### src/rtl/mem_arbiter.sv
// mem_arbiter: shares the byte-wide RAM port between fetch and data stages,
// serialising 1/2/4-byte accesses little-endian with a one-cycle done pulse.
module mem_arbiter #(
    parameter int ADDR_W  = 32,
    parameter int RAM_LAT = 1
) (
    input  logic              dclk,
    input  logic              rst,
    input  logic              rdy,
    input  logic              if_req_i,
    input  logic [ADDR_W-1:0] if_addr_i,
    input  logic              if_cancel_i,
    output logic [31:0]       if_data_o,
    output logic              if_done_o,
    input  logic              mem_req_i,
    input  logic              mem_we_i,
    input  logic [1:0]        mem_len_i,
    input  logic [ADDR_W-1:0] mem_addr_i,
    input  logic [31:0]       mem_wdata_i,
    output logic [31:0]       mem_rdata_o,
    output logic              mem_done_o,
    output logic [ADDR_W-1:0] ram_addr_o,
    output logic              ram_we_o,
    output logic [7:0]        ram_dout_o,
    input  logic [7:0]        ram_din_i
);
    typedef enum logic [1:0] {IDLE, READ, WRITE, DONE} state_t;
    state_t      state;
    logic [2:0]  ph;
    logic [2:0]  n;
    logic [1:0]  idx;
    logic        own_if;
    logic        we_r;
    logic        if_done_r;
    logic        mem_done_r;
    logic [31:0] rbuf;
    logic [31:0] wd;
    logic [31:0] cap;
    // ph counts cycles since grant; read byte k returns RAM_LAT cycles after its address
    always_comb begin
        idx = 2'(ph - 3'(RAM_LAT));
        cap = rbuf;
        cap[{idx, 3'b000} +: 8] = ram_din_i;
    end
    assign ram_we_o   = we_r & rdy;
    assign mem_done_o = mem_done_r & rdy;
    assign if_done_o  = if_done_r & rdy & ~if_cancel_i;
    always_ff @(posedge dclk) begin
        if (!rst) begin
            state       <= IDLE;
            ph          <= '0;
            n           <= '0;
            own_if      <= 1'b0;
            we_r        <= 1'b0;
            if_done_r   <= 1'b0;
            mem_done_r  <= 1'b0;
            rbuf        <= '0;
            wd          <= '0;
            ram_addr_o  <= '0;
            ram_dout_o  <= '0;
            if_data_o   <= '0;
            mem_rdata_o <= '0;
        end else if (rdy) begin
            if_done_r  <= 1'b0;
            mem_done_r <= 1'b0;
            case (state)
                IDLE: begin
                    ph   <= '0;
                    rbuf <= '0;
                    if (mem_req_i) begin
                        ram_addr_o <= mem_addr_i;
                        own_if     <= 1'b0;
                        n          <= mem_len_i[1] ? 3'd4 : (mem_len_i[0] ? 3'd2 : 3'd1);
                        we_r       <= mem_we_i;
                        ram_dout_o <= mem_wdata_i[7:0];
                        wd         <= mem_wdata_i >> 8;
                        state      <= mem_we_i ? WRITE : READ;
                    end else if (if_req_i && !if_cancel_i) begin
                        ram_addr_o <= if_addr_i;
                        own_if     <= 1'b1;
                        n          <= 3'd4;
                        state      <= READ;
                    end
                end
                READ: begin
                    if (own_if && if_cancel_i) begin
                        state <= IDLE;
                    end else begin
                        ph <= ph + 3'd1;
                        if (ph < n - 3'd1)
                            ram_addr_o <= ram_addr_o + ADDR_W'(1);
                        if (ph >= 3'(RAM_LAT)) begin
                            rbuf <= cap;
                            if (idx == 2'(n - 3'd1)) begin
                                state <= DONE;
                                if (own_if) begin
                                    if_data_o <= cap;
                                    if_done_r <= 1'b1;
                                end else begin
                                    mem_rdata_o <= cap;
                                    mem_done_r  <= 1'b1;
                                end
                            end
                        end
                    end
                end
                WRITE: begin
                    ph <= ph + 3'd1;
                    if (ph == n - 3'd1) begin
                        we_r       <= 1'b0;
                        mem_done_r <= 1'b1;
                        state      <= DONE;
                    end else begin
                        ram_addr_o <= ram_addr_o + ADDR_W'(1);
                        ram_dout_o <= wd[7:0];
                        wd         <= wd >> 8;
                    end
                end
                default: state <= IDLE;
            endcase
        end
    end
endmodule

### config.mk
export PLATFORM = sky130hd
export DESIGN_NAME = mem_arbiter
export DESIGN_NICKNAME = d
export VERILOG_FILES = /design/src/rtl/mem_arbiter.sv
export SDC_FILE = /design/constraint.sdc
export NUM_CORES = 1
export LEC_CHECK = 0
export ABC_AREA = 1
export CAP_MARGIN = 0
export CORE_MARGIN = 2
export CORE_UTILIZATION = 35
export CTS_CLUSTER_SIZE = 30
export DETAILED_ROUTE_END_ITERATION = 8
export DONT_BUFFER_PORTS = 1
export GPL_TIMING_DRIVEN = 0
export PLACE_DENSITY = 0.59
export SYNTH_ARGS = -nofsm -noshare
export SYNTH_HDL_FRONTEND = slang
export SYNTH_SLANG_ARGS = --single-unit
### constraint.sdc
create_clock -name dclk -period 3.86 [get_ports dclk]
set_input_delay 0.386 -clock dclk [delete_from_list [all_inputs] [get_ports dclk]]
set_output_delay 0.386 -clock dclk [all_outputs]
set_load 0.01 [all_outputs]
Word-level counts from Yosys, hierarchy flattened
Index checks and enable logic that the tools add are counted.
W data, S select, Z words.
{"block": "word_totals", "ff_bits": 180, "in_bits": 113, "output_inout_bits": 107, "word_cells": 105}
{"block": "op_classes", "add_sub_neg": 5, "order_cmp": 2, "n_eq_ne": 13, "shift": 2, "mux": 46, "bitwise": 7, "n_reduce_logical": 17}
{"operator": "$mux W32", "count": 9}
{"operator": "$pmux W32 S2", "count": 2}
{"operator": "$pmux W32 S3", "count": 1}
{"operator": "$add A32 B1 Y32 const B", "count": 1}
{"operator": "$bwmux W32", "count": 1}
{"operator": "$shift A8 B7 Y32 const A", "count": 1}
{"operator": "$shiftx A8 B7 Y32", "count": 1}
{"operator": "$reduce_and A6 Y1", "count": 3}
{"operator": "$mux W2", "count": 8}
{"operator": "$mux W8", "count": 2}
{"operator": "$pmux W8 S2", "count": 1}
{"operator": "$mux W1", "count": 14}
{"operator": "$mux W3", "count": 4}
{"operator": "$ne A2 B2 Y1 const B", "count": 6}
{"operator": "$reduce_and A4 Y1", "count": 3}
{"operator": "$ne A3 B3 Y1 const B", "count": 3}
{"operator": "$pmux W3 S3", "count": 1}
{"operator": "$neg A5 Y7", "count": 1}
{"operator": "$pmux W2 S3", "count": 1}
{"operator": "$reduce_and A3 Y1", "count": 2}
{"operator": "$reduce_bool A2 Y1", "count": 3}
{"operator": "$reduce_and A5 Y1", "count": 1}
{"operator": "$and A1 B1 Y1", "count": 4}
{"operator": "$pmux W1 S2", "count": 2}
{"operator": "14 further kinds", "count": 17}

Logic depth before layout (Yosys ltp)
{"block": "depth", "word_depth": 7, "ltp_mapped": 13, "depth_no_buf": 12}

Worst setup path after synthesis
Ideal clock, no wire load.
{"block": "synth_path", "path_kind": "reg-to-reg", "startpoint": "reg n[0]", "endpoint": "reg ram_addr_o[0]", "setup_ps": 128, "arrival_ps": 1777, "slack_ps": 1956, "path_stages_with_launch": 14, "period_less_slack_ps": 1904, "path_cell_list": "dfxtp_1 -> inv_1 -> ha_1 -> xnor2_1 -> ha_1 -> a21oi_1 -> nand2_1 -> nand2_1 -> nand2_1 -> nor2_4 -> buf_4 -> nand2_1 -> o21ai_0 -> nor2_1"}
{"block": "synth_via", "elab_chain_cells": 4}
{"element": "start: declaration", "line": "30", "source": "logic [2:0] n;"}
{"element": "start signal: assignment", "line": "73", "source": "n <= mem_len_i[1] ? 3'd4 : (mem_len_i[0] ? 3'd2 : 3'd1);"}
{"element": "$sub A3 B1 Y3 *", "line": "90, 109"}
{"element": "$lt A3 B3 Y1 / $eq A3 B3 Y1 (equally long branches)", "line": "90, 109"}
{"element": "$ne A2 B2 Y1 (no source line)"}
{"element": "$reduce_and A6 Y1 (no source line) *"}
{"element": "end signal: assignment", "line": "79", "source": "ram_addr_o <= if_addr_i;"}
{"element": "end signal: assignment", "line": "91", "source": "ram_addr_o <= ram_addr_o + ADDR_W'(1);"}
{"element": "end signal: assignment", "line": "114", "source": "ram_addr_o <= ram_addr_o + ADDR_W'(1);"}
{"element": "end: declaration", "line": "22", "source": "output logic [ADDR_W-1:0] ram_addr_o,"}
Mark *: on every way between the ends. The rest lies on a longest branch, timed or not.
A chain may end at the register's enable or synchronous reset.

Worst setup path in the final report
{"block": "layout_path", "startpoint": "reg n[0]", "endpoint": "reg ram_addr_o[25]"}
The elaborated chain is that of the path after synthesis.

==> impl_metrics.yaml <==
layout:
  syn_to_final_growth_pct: 12.0
  fill_cells: 2758
  diodes: 0
  final_common_cell: "nand2_1"
  drive_gt1_share_pct: 6.78
  finalInstanceArea_um2: 9960
  layout_common_cells: "nand2_1 (353), nor2_1 (323), dfxtp_1 (172)"
  fin_nets: 1545
timing:
  finalHoldViolCount: 0
  drv_slew: 0
  tightest_slew_ns: 0.778
  rsz0062_at_grt: "no"
  fin_hold_ws_ns: 0.104
  fin_setup_tns_ns: 0
  period_minus_slack_ns: 2.27
  relSlewSlack_pct: 48.1
  setup_viol: 0
  skew_ns: 0.0139
  finalWorstSetupSlack_ns: 1.59
  fmax_mhz: 441
  fin_crit_sh_pct: 58.7
route:
  num_vias: 8538
  first_pass_iters: 5
  drtAntennaViolNets: 0
  wl_um: 27300
  via_per_inst: 4.85
  drc: 0
  wl_per_cell_um: 15.5
  first_iter_violations: 522
pwr:
  vdd_drop_max_v: 0.000285
  p_leak_nw: 4.23
  powerDensity_nw_per_um2: 566
  power.total_w: 0.00563
worst_setup_path:
  end_kind: "flip-flop"
  start_kind: "flip-flop"
  rr_endpoint: "ram_addr_o[25]"
  rrSetupSlack_ns: 1.59
  reg2regPathDepth: 11
  arrival_ns: 2.58
  r2r-start: "n[0]"
  critical_path_class: "flip-flop to flip-flop"
  crit_required_ns: 4.17
  cp_max_fo: 10
synth:
  ys_async_sr_fraction_pct: 0
  yosysSeqAreaShare_pct: 38.7
  syn_avg_cell_area_um2: 6.36
  synth-warning-count: 0
  synth_edf_count: 0
  synth_nets: 1526
  ys_ff_latch: 172
  synth_area_um2: 8890
  yosysUniqueCellTypes: 36
  ys.flop_type: "dfxtp_1"
  netlist_instances: 1398
worst_hold_path:
  min-delay-start: "mem_wdata_i[31]"
  hp-class: "input port to flip-flop"
  min_path_cells: 2
  holdPathEnd: "wd[23]"
clock_tree:
  cts_tree: "yes"
  ctsHoldBuffers: 0
  cts_root_buf: "clkbuf_16"
  cts_buffers: 17
  cts_buffer_depth: 2
  clock_latency_ns: 0.43
  cts_resized: 0
  path_clk_slew_ns: 0.07
  cts_setup_buffers: 0
  clkSinkCount: 172
  htree_levels: 4
place:
  gp_congestion: 0.884
  hpwl_um: 20700
  post-place-ws_ns: 1.59
  io_buffers: 0
  dpl-instance-area_um2: 9300
grt:
  grt-busiest-layer: "met2"
  grtUsageMet2_pct: 33.9
  grt_pass1_vias: 7870
  overflow: 0
  use_met3_pct: 5.61
  grt_pass1_wl_um: 42500
  use_met1_pct: 26.1
  grt_usage_pct: 20.4
  grt_antenna_before_repair: 0
  grt_max_degree: 17
die:
  dieWidth_um: 163
  die_y_um: 163
  core_um2: 25000
  rows: 58
  fp.dieArea_um2: 26700
  ios: 220
  start_util_pct: 35.5
flow_run:
  maxCapViolations: 0
outcome:
  status: "finished clean"
-- kinds of logic after synthesis --
family,after synthesis,synth area share [%]
buf+inv,202,9.92
simple gates,744,33.3
compound gates,260,15.5
xor+xnor,5,0.493
flops,172,38.7
fa+ha+maj,15,2.11
-- worst max-delay path, stage by stage (launching register included) --
cell and delay, ns:
dfxtp_1 0.33, inv_1 0.06, ha_1 0.20, xnor2_1 0.13, ha_1 0.32, a21oi_1 0.13, nand2_1 0.06, nand2_1 0.08
nand4_2 0.28, buf_2 0.31, nor2_1 0.16, a21oi_1 0.09
-- cell usage after synthesis, types with 4 or more instances --
master    instances  area share (%)
buf_2            17            0.96
o21ai_0         126             7.1
clkbuf_1         30             1.3
a21oi_1          84             4.7
nand3_1          38             2.1
nor3b_1           5            0.42
o22ai_1          34             2.4
nor2_4            4            0.51
nor2_1          323              14
inv_1           124             5.2
dfxtp_1         172              39
ha_1             15             2.1
nand2_2           5            0.35
buf_4            13             1.1
o21ai_1           9            0.51
nand2_1         353              15
inv_2             6            0.25
xor2_1            4            0.39
nor2_2            5            0.35
buf_6             7            0.89
-- layout make-up --
class / count / area (um2) / share of cell area, %
buffer: 71 / 390 / 3.92
multi-input combinational: 1024 / 4560 / 45.8
clock buffer: 19 / 453 / 4.55
inverter: 131 / 492 / 4.94
sequential: 172 / 3440 / 34.6
tap: 330 / 413 / 4.15
clock inverter: 13 / 203 / 2.04
-- per-layer routing --
metal	wire, um	vias up
li1	-	4442
met1	12500	3847
met2	12600	227
met3	1840	22
met4	414	0
met5	0	-
-- metrics by stage --
stage / utilization [%] / instances
floorplan: - / 1398
global placement: 37.2 / 1728
detailed placement: 37.2 / 1728
CTS: 39.8 / 1760
global route: 39.8 / 1760
finish: 39.8 / 1760
-- where the power goes --
group / switching [W] / total, W / internal, W
logic: 0.000985 / 0.00145 / 0.000468
clock network: 0.000792 / 0.00193 / 0.00114
registers: 0.000275 / 0.00225 / 0.00197
-- how the worst max path moves through the flow --
stage	endpoint	start	slack, ns
floorplan	ram_addr_o[0]	n[0]	1.96
global placement	ram_addr_o[25]	n[0]	1.58
detailed placement	ram_addr_o[0]	n[0]	1.59
CTS	ram_addr_o[25]	n[0]	1.57
global route	ram_addr_o[17]	state[0]	1.35
finish	ram_addr_o[25]	n[0]	1.59
-- sequential cells by signal, summed over array words and instances, names as in the netlist --
register	count
if_data_o	32
if_done_r	1
mem_done_r	1
mem_rdata_o	32
n	3
own_if	1
ph	3
ram_addr_o	32
ram_dout_o	8
rbuf	32
state	2
wd	24
we_r	1
Note: power is estimated with default switching activity, not from simulation.
